### src/rtl/apb_fifo_pkg.sv
// Shared constants, register map and APB state type for the APB-to-FIFO bridge.
// Used by the write front-end and reusable by the read side.
package apb_fifo_pkg;

  localparam int FIFO_AW    = 8;
  localparam int FIFO_DW    = 9;
  localparam int FIFO_DEPTH = 1 << FIFO_AW;
  localparam int APB_AW     = 4;

  localparam int DATA_OFS   = 'h0;
  localparam int STATUS_OFS = 'h4;
  localparam int CTRL_OFS   = 'h8;

  localparam int STATUS_CNT_LSB   = 0;
  localparam int STATUS_EMPTY_BIT = 9;
  localparam int STATUS_FULL_BIT  = 10;
  localparam int CTRL_FLUSH_BIT   = 0;

  localparam logic [1:0] ST_IDLE   = 2'd0;
  localparam logic [1:0] ST_SETUP  = 2'd1;
  localparam logic [1:0] ST_ACCESS = 2'd2;

  typedef enum logic [1:0] {
    IDLE   = ST_IDLE,
    SETUP  = ST_SETUP,
    ACCESS = ST_ACCESS
  } apb_state_t;

  function automatic logic [31:0] status_word(input logic [FIFO_AW:0] cnt,
                                              input logic              emp,
                                              input logic              ful);
    logic [31:0] w;
    w = '0;
    w[STATUS_CNT_LSB +: FIFO_AW+1] = cnt;
    w[STATUS_EMPTY_BIT]            = emp;
    w[STATUS_FULL_BIT]             = ful;
    return w;
  endfunction

endpackage

### src/rtl/fifo_ptr_status.sv
// Occupancy, full and empty from a write/read pointer pair carrying an extra wrap bit.
// Purely combinational so either side of the FIFO can instantiate it.
module fifo_ptr_status #(
  parameter int AW = 8
) (
  input  logic [AW:0] i_wr_ptr,
  input  logic [AW:0] i_rd_ptr,
  output logic [AW:0] o_count,
  output logic        o_full,
  output logic        o_empty
);

  // Modular subtraction over AW+1 bits yields 0..2**AW directly.
  assign o_count = i_wr_ptr - i_rd_ptr;
  assign o_full  = (i_wr_ptr[AW-1:0] == i_rd_ptr[AW-1:0]) && (i_wr_ptr[AW] != i_rd_ptr[AW]);
  assign o_empty = (i_wr_ptr == i_rd_ptr);

endmodule

### src/rtl/apb_fifo_wr_ctrl.sv
// APB slave write front-end: turns DATA writes into single-cycle pushes on memory port 1.
// Define APB_WAIT_ON_FULL_EN to stall a full-FIFO DATA write instead of erroring it.
//
// state  | meaning
// IDLE   | previous cycle had no transfer
// SETUP  | setup phase sampled; bus now in first access cycle
// ACCESS | access phase sampled; either completed or held waiting
module apb_fifo_wr_ctrl
  import apb_fifo_pkg::*;
#(
  parameter int AW  = FIFO_AW,
  parameter int DW  = FIFO_DW,
  parameter int PAW = APB_AW
) (
  input  logic           clk,
  input  logic           rst,
  input  logic           PSEL,
  input  logic           PENABLE,
  input  logic           PWRITE,
  input  logic [PAW-1:0] PADDR,
  input  logic [31:0]    PWDATA,
  output logic [31:0]    PRDATA,
  output logic           PREADY,
  output logic           PSLVERR,
  input  logic [AW:0]    rd_ptr_i,
  output logic [AW-1:0]  A1,
  output logic [DW-1:0]  WD1,
  output logic           WE1,
  output logic [AW:0]    wr_ptr_o,
  output logic           full,
  output logic           empty
);

  apb_state_t      r_state;
  apb_state_t      w_state_nxt;
  logic [AW:0]     r_wr_ptr;
  logic [AW:0]     r_wr_ptr_o;
  logic [AW-1:0]   r_a1;
  logic [DW-1:0]   r_wd1;
  logic            r_we1;
  logic            r_pready;
  logic            r_pslverr;
  logic [31:0]     r_prdata;

  logic            w_setup;
  logic            w_access;
  logic            w_xfer;
  logic            w_sel_data;
  logic            w_sel_status;
  logic            w_sel_ctrl;
  logic            w_dec_err;
  logic            w_full_err;
  logic            w_hold;
  logic            w_release;
  logic            w_push;
  logic            w_flush;
  logic            w_rd_xfer;
  logic [31:0]     w_rd_val;
  logic [AW:0]     w_count;
  logic            w_full;
  logic            w_empty;
  logic            w_unused_pwdata;

  fifo_ptr_status #(.AW(AW)) u_status (
    .i_wr_ptr (r_wr_ptr),
    .i_rd_ptr (rd_ptr_i),
    .o_count  (w_count),
    .o_full   (w_full),
    .o_empty  (w_empty)
  );

  assign w_setup      = PSEL & ~PENABLE;
  assign w_access     = PSEL & PENABLE;
  assign w_xfer       = w_access & r_pready;
  assign w_sel_data   = (PADDR == PAW'(DATA_OFS));
  assign w_sel_status = (PADDR == PAW'(STATUS_OFS));
  assign w_sel_ctrl   = (PADDR == PAW'(CTRL_OFS));

`ifdef APB_WAIT_ON_FULL_EN
  assign w_hold     = PWRITE & w_sel_data & w_full;
  assign w_full_err = 1'b0;
  assign w_release  = ~w_full;
`else
  assign w_hold     = 1'b0;
  assign w_full_err = PWRITE & w_sel_data & w_full;
  assign w_release  = 1'b1;
`endif

  assign w_dec_err = ~(w_sel_data | w_sel_status | w_sel_ctrl)
                   | (PWRITE & w_sel_status)
                   | w_full_err;

  // Error flag was latched at setup, so a rejected DATA write never reaches the memory.
  assign w_push    = w_xfer & PWRITE & w_sel_data & ~r_pslverr;
  assign w_flush   = w_xfer & PWRITE & w_sel_ctrl & PWDATA[CTRL_FLUSH_BIT];
  assign w_rd_xfer = w_xfer & ~PWRITE;
  assign w_rd_val  = w_sel_status ? status_word(w_count, w_empty, w_full) : 32'h0;

  assign w_unused_pwdata = ^PWDATA[31:DW];

  always_comb begin
    w_state_nxt = IDLE;
    case (r_state)
      IDLE:    if (w_setup) w_state_nxt = SETUP;
      SETUP:   if (w_access) w_state_nxt = ACCESS;
      ACCESS: begin
        if (w_setup)       w_state_nxt = SETUP;
        else if (w_access) w_state_nxt = ACCESS;
      end
      default: w_state_nxt = IDLE;
    endcase
  end

  always_ff @(posedge clk) begin
    if (rst) begin
      r_state    <= IDLE;
      r_wr_ptr   <= '0;
      r_wr_ptr_o <= '0;
      r_a1       <= '0;
      r_wd1      <= '0;
      r_we1      <= 1'b0;
      r_pready   <= 1'b0;
      r_pslverr  <= 1'b0;
      r_prdata   <= '0;
    end else begin
      r_state <= w_state_nxt;

      // PREADY is presented one cycle after the decision that produced it.
      if (w_state_nxt == SETUP)
        r_pready <= ~w_hold;
      else if ((w_state_nxt == ACCESS) && !w_xfer)
        r_pready <= w_release;
      else
        r_pready <= 1'b0;

      r_pslverr <= (w_state_nxt == SETUP) ? w_dec_err : 1'b0;

      r_we1 <= w_push;
      if (w_push) begin
        r_a1  <= r_wr_ptr[AW-1:0];
        r_wd1 <= PWDATA[DW-1:0];
      end

      if (w_flush)
        r_wr_ptr <= rd_ptr_i;
      else if (w_push)
        r_wr_ptr <= r_wr_ptr + 1'b1;

      // Published pointer follows only once the memory has taken the data.
      if (w_flush)
        r_wr_ptr_o <= rd_ptr_i;
      else if (r_we1)
        r_wr_ptr_o <= r_wr_ptr;

      if (w_rd_xfer)
        r_prdata <= w_rd_val;
    end
  end

  assign PRDATA   = w_rd_xfer ? w_rd_val : r_prdata;
  assign PREADY   = r_pready;
  assign PSLVERR  = r_pslverr;
  assign A1       = r_a1;
  assign WD1      = r_wd1;
  assign WE1      = r_we1;
  assign wr_ptr_o = r_wr_ptr_o;
  assign full     = w_full;
  assign empty    = w_empty;

endmodule

### config.mk
export PLATFORM = sky130hd
export DESIGN_NAME = apb_fifo_wr_ctrl
export DESIGN_NICKNAME = d
export VERILOG_FILES = /design/src/rtl/apb_fifo_pkg.sv /design/src/rtl/fifo_ptr_status.sv /design/src/rtl/apb_fifo_wr_ctrl.sv
export SDC_FILE = /design/constraint.sdc
export NUM_CORES = 1
export LEC_CHECK = 0
export CAP_MARGIN = 20
export CORE_ASPECT_RATIO = 0.6
export CORE_MARGIN = 4
export CORE_UTILIZATION = 49
export CTS_CLUSTER_SIZE = 10
export DETAILED_ROUTE_END_ITERATION = 8
export PLACE_DENSITY = 0.95
export SYNTH_ARGS = -nofsm -noshare
export SYNTH_HDL_FRONTEND = slang
export SYNTH_SLANG_ARGS = --single-unit
### constraint.sdc
create_clock -name clk -period 3.9 [get_ports clk]
set_input_delay 0.39 -clock clk [delete_from_list [all_inputs] [get_ports clk]]
set_output_delay 0.39 -clock clk [all_outputs]
set_load 0.1 [all_outputs]
Word-level counts from Yosys, hierarchy flattened
Cells that the tools add are included.
{"block": "word_totals", "regBits": 72, "in_bits": 50, "output_inout_bits": 63, "word_cells": 61}
{"block": "classes", "addsub": 2, "eq_ne": 9, "mux": 12, "bitwise": 21, "n_reduce_logical": 8}
{"operator": "9-bit two-way mux", "n": 4}
{"operator": "32-bit two-way mux", "n": 1}
{"operator": "1-bit AND", "n": 12}
{"operator": "11-bit two-way mux", "n": 1}
{"operator": "9-bit by 1-bit adder with 9-bit output (second input constant)", "n": 1}
{"operator": "9-bit equality test", "n": 1}
{"operator": "9-bit subtractor", "n": 1}
{"operator": "8-bit equality test", "n": 1}
{"operator": "2-bit case mux with 3 select lines", "n": 1}
{"operator": "1-bit NOT", "n": 5}
{"operator": "2-bit by 1-bit equality test with 1-bit output (second input constant)", "n": 2}
{"operator": "2-bit equality test (second input constant)", "n": 2}
{"operator": "4-bit by 3-bit equality test with 1-bit output (second input constant)", "n": 1}
{"operator": "4-bit equality test (second input constant)", "n": 1}
{"operator": "4-bit logical NOT", "n": 1}
{"operator": "2-bit two-way mux", "n": 2}
{"operator": "1-bit OR", "n": 4}
{"operator": "2-bit nonzero test", "n": 2}
{"operator": "1-bit two-way mux", "n": 3}
{"operator": "1-bit logical AND", "n": 2}
{"operator": "2-bit logical NOT", "n": 1}
{"operator": "2-bit OR reduction", "n": 1}
{"operator": "1-bit logical NOT", "n": 1}
{"operator": "1-bit inequality test", "n": 1}

Logic depth before layout (Yosys ltp)
{"block": "depth", "depth_word": 8, "mapped_depth": 8, "ltp_nobuf": 8}

Modules after synthesis
A second synthesis with hierarchy kept.
{"block": "hier_totals", "cells_unflattened": 374, "hier_area_um2": 3293.2}
{"mod": "apb_fifo_wr_ctrl", "n_inst": 1, "cells_per_inst": 307, "area_each_um2": 2862.7}
{"mod": "fifo_ptr_status", "n_inst": 1, "cells_per_inst": 67, "area_each_um2": 430.4}

Least setup slack after synthesis
Ideal clock, no wire load.
{"block": "synth_timing", "kind": "register to output", "startpoint": "register r_pready, in the netlist PREADY", "endpoint": "output PRDATA[3]", "t_arrival_ps": 4033, "t_required_ps": 3510, "slack_ps": -523, "stages_incl_launch_ff": 4, "path_buffers": 0, "cell_sequence": "dfxtp_1 -> nand4b_1 -> nand2b_1 -> o31ai_1"}
{"block": "synth_via", "elab_chain_len": 3}
{"element": "start, declared", "line_no": "apb_fifo_wr_ctrl.sv:41", "text": "logic r_pready;"}
{"element": "start signal, assigned", "line_no": "apb_fifo_wr_ctrl.sv:130", "text": "r_pready <= ~w_hold;"}
{"element": "start signal, assigned", "line_no": "apb_fifo_wr_ctrl.sv:132", "text": "r_pready <= w_release;"}
{"element": "1-bit AND", "line_no": "apb_fifo_wr_ctrl.sv:74", "text": "assign w_xfer = w_access & r_pready;"}
{"element": "1-bit AND", "line_no": "apb_fifo_wr_ctrl.sv:96", "text": "assign w_rd_xfer = w_xfer & ~PWRITE;"}
{"element": "32-bit two-way mux"}
{"element": "end, declared", "line_no": "apb_fifo_wr_ctrl.sv:22", "text": "output logic [31:0] PRDATA,"}
No other way between the ends.

Worst setup path after layout
{"block": "layout_timing", "startpoint": "register r_wr_ptr[0]", "endpoint": "output PRDATA[8]"}
{"block": "layout_via", "elab_chain_len": 3}
{"element": "start, declared", "line_no": "apb_fifo_wr_ctrl.sv:36", "text": "logic [AW:0] r_wr_ptr;"}
{"element": "start signal, assigned", "line_no": "apb_fifo_wr_ctrl.sv:145", "text": "r_wr_ptr <= rd_ptr_i;"}
{"element": "start signal, assigned", "line_no": "apb_fifo_wr_ctrl.sv:147", "text": "r_wr_ptr <= r_wr_ptr + 1'b1;"}
{"element": "9-bit subtractor", "line_no": "fifo_ptr_status.sv:14", "text": "assign o_count = i_wr_ptr - i_rd_ptr;"}
{"element": "11-bit two-way mux", "line_no": "apb_fifo_wr_ctrl.sv:97", "text": "assign w_rd_val = w_sel_status ? status_word(w_count, w_empty, w_full) : 32'h0;"}
{"element": "32-bit two-way mux"}
No other way between the ends.

==> flow_metrics.tcl <==
set metrics [dict create \
    clkSinkCount 72 \
    hp-start "r_prdata[24]" \
    syn_avg_cell_area_um2 8.58 \
    power.leakage_nw 1.73 \
    reg2reg_slack_ns 1.65 \
    power_frac_clock_pct 38.1 \
    final_nets 529 \
    synth_seq_cells 72 \
    wirelength_mm 8.55 \
    reg2reg_to "r_prdata[8]" \
    layout_min_cycle_time_ns 3.27 \
    synth-compound-area-share_pct 15.7 \
    setup_viol 0 \
    path_cells "inv_1, ha_1, fa_1, nand2b_1, a211oi_1, nor2_1, mux2i_1, o21ai_0, buf_12" \
    gp_congestion 0.887 \
    area_growth_syn_to_layout_pct 35.5 \
    min-delay-path-class "flip-flop to flip-flop" \
    min_path_cells 1 \
    rsz0062_at_grt "false" \
    worst_clock_skew_ns 0.00733 \
    fp.coreArea_um2 6300 \
    cts_setup_buffers 0 \
    grt_overflow 0 \
    row_count 22 \
    intPower_w 0.00104 \
    end_kind "primary output" \
    n_fill_cell 474 \
    cts-hold-fix-buffers 0 \
    stdcell_area_um2 4470 \
    seq_area_frac_synth_pct 43.7 \
    routed_via_density 5.42 \
    dieArea_um2 8140 \
    synthDistinctLibCells 50 \
    cp.required_ns 3.51 \
    hold_violations 0 \
    grt_pass1_vias 2842 \
    critPathMaxFanout 7 \
    dp_slack_ns 0.702 \
    muxShareOfSynthArea_pct 3.99 \
    synthAdderAreaFrac_pct 4.02 \
    netlist_area_um2 3300 \
    seqPwrFrac_pct 54.9 \
    track_usage_pct 21.3 \
    drt_iter0_markers 265 \
    final_cell_mix "72 x dfxtp_1, 58 x nand2_1, 55 x clkdlybuf4s50_1" \
    drc 0 \
    finalCritPeriodShare_pct 83.8 \
    switchingPower_w 0.000310 \
    fin_tns_setup_ns 0 \
    peakVddDrop_mv 0.229 \
    crit_slowest_cell "dfxtp_1" \
    reg2regPathDepth 8 \
    synth_edf_count 0 \
    r2r_start "r_wr_ptr[0]" \
    min_to "r_prdata[24]" \
    grt_max_degree 48 \
    die_x_um 114 \
    yosys.area_share.simple_pct 26.4 \
    synth_top_family_by_area "simple AND/OR/NAND/NOR gates" \
    dpl.hpwl_mm 6.29 \
    place_area_um2 4290 \
    async_flop_share_pct 0 \
    final_max_slew_viol_count 0 \
    max-slew-margin-rel_pct 33.2 \
    worstSetupStartpointType "flip-flop" \
    grt_pass1_wl_mm 14.0 \
    vias 3017 \
    fmax_ghz 0.306 \
    pwr-share-comb_pct 7.0 \
    crit_family "compound AO/OA/AOI/OAI gates" \
    placedCellCount 542 \
    clock_latency_ns 0.34 \
    path_class "flip-flop to primary output" \
    synth_ff_type "dfxtp_1" \
    cts_root_buffer "clkbuf_8" \
    critical_path.max_stage_delay_ns 0.47 \
    layout_commonest_cell "dfxtp_1" \
    drt-pass1-iter-count 5 \
    drive_gt1_share_pct 13.3 \
    multi_input_area_um2 1720 \
    dieHeight_um 71.5 \
    total_power_w 0.00135 \
    cap_violations 0 \
    path_buf_inv 2 \
    syn-num-nets 444 \
    portBuffers 89 \
    cts_resized 0 \
    cts_buffer_depth 2 \
    fin_cells 557 \
    grt_antenna_before_repair 0 \
    tightest_slew_ns 0.999 \
    io_pins 113 \
    initial_core_util_pct 52.3 \
    crit_arrival_ns 2.88 \
    drtAntennaViolNets 0 \
    cts_tree "done" \
    netSwitchingFraction_pct 23.0 \
    status "completed" \
    path_clk_slew_ns 0.07 \
    regArea_um2 1440 \
    htreeDepth 3 \
    post_synth_xor_area_fraction_pct 1.86 \
    fin_ws_ns 0.632 \
    p_per_area_nw_per_um2 301 \
    synth_cells 384 \
    ys.warnings.count 0 \
    wire_per_inst_um 15.3 \
    numCtsBuffers 9 \
    antenna_cells 0 \
]
## cells by family after synthesis
group | Yosys count
flops | 72
fa+ha+maj | 10
compound gates | 83
mux | 13
simple gates | 166
xor+xnor | 7
buf+inv | 33
## power groups by stage
stage               Combinational (W)  Sequential, W  Clock, W
floorplan                   0.0000416       0.000763         0
global placement            0.0000903       0.000756         0
detailed placement          0.0000929       0.000756         0
CTS                         0.0000936       0.000739  0.000526
global route                 0.000101       0.000739  0.000564
finish                      0.0000941       0.000739  0.000513
## worst reg2reg max path: stages, from the launching register on
cell and delay [ns]:
dfxtp_1 0.47, inv_1 0.08, ha_1 0.22, fa_1 0.39, nand2b_1 0.19, a211oi_1 0.36, nor2_1 0.12, mux2i_1 0.19
o22ai_1 0.10
## state kept, by name, summed over array words and instances, names as in the netlist
register / cells
PREADY: 1
PSLVERR: 1
A1: 8
WD1: 9
r_state: 2
wr_ptr_o: 9
r_prdata: 32
WE1: 1
r_wr_ptr: 9
## worst max-delay path by stage
stage | endpoint | slack [ns] | from | depth (start not counted)
CTS | PRDATA[8] | 0.63 | r_wr_ptr[0] | 9
global route | PRDATA[8] | 0.43 | r_wr_ptr[0] | 9
finish | PRDATA[8] | 0.63 | r_wr_ptr[0] | 9
detailed placement | PRDATA[8] | 0.70 | rd_ptr_i[0] | 9
global placement | PRDATA[8] | 0.70 | rd_ptr_i[0] | 9
floorplan | PRDATA[0] | -0.38 | PREADY | 3
## stage by stage
step           util, %  hold WS [ns]
2_1_floorplan        -         0.421
3_3_place_gp      68.1         0.434
3_5_place_dp      68.1         0.437
4_1_cts           70.8         0.456
5_1_grt           70.8         0.470
6_report          70.8         0.451
## synth_stat cells (all sizes together) (3+ instances only)
master / n / area (µm²)
dfxtp: 72 / 1440
nand2: 58 / 218
and2: 44 / 275
a21oi: 37 / 185
nor2: 24 / 97.6
clkbuf: 14 / 52.6
inv: 13 / 48.8
mux2i: 12 / 120
o21ai: 10 / 50.0
ha: 9 / 113
nor2b: 9 / 56.3
nor3: 8 / 45.0
a211oi: 7 / 52.6
buf: 6 / 40.0
nand2b: 6 / 37.5
a22oi: 5 / 37.5
a21o: 4 / 30.0
nand3: 4 / 20.0
o22ai: 4 / 25.0
xnor2: 4 / 35.0
a22o: 3 / 26.3
xor2: 3 / 26.3
## metal layers
metal | up-vias | global-route usage, % | routed length (µm)
met3 | 9 | 7.85 | 866
met1 | 1389 | 29.7 | 3920
met2 | 139 | 32.6 | 3710
li1 | 1480 | - | -
met5 | - | 0 | 0
met4 | 0 | 3.03 | 51
## final cells by class
class                      instances  area share, %
clock buffer                      11           3.39
clock inverter                     4          0.448
inverter                          13           1.09
multi-input combinational        279           38.5
sequential                        72           32.3
tap                               84           2.35
timing repair buffer              94           22.0
Note: power is estimated with default switching activity, not from simulation.
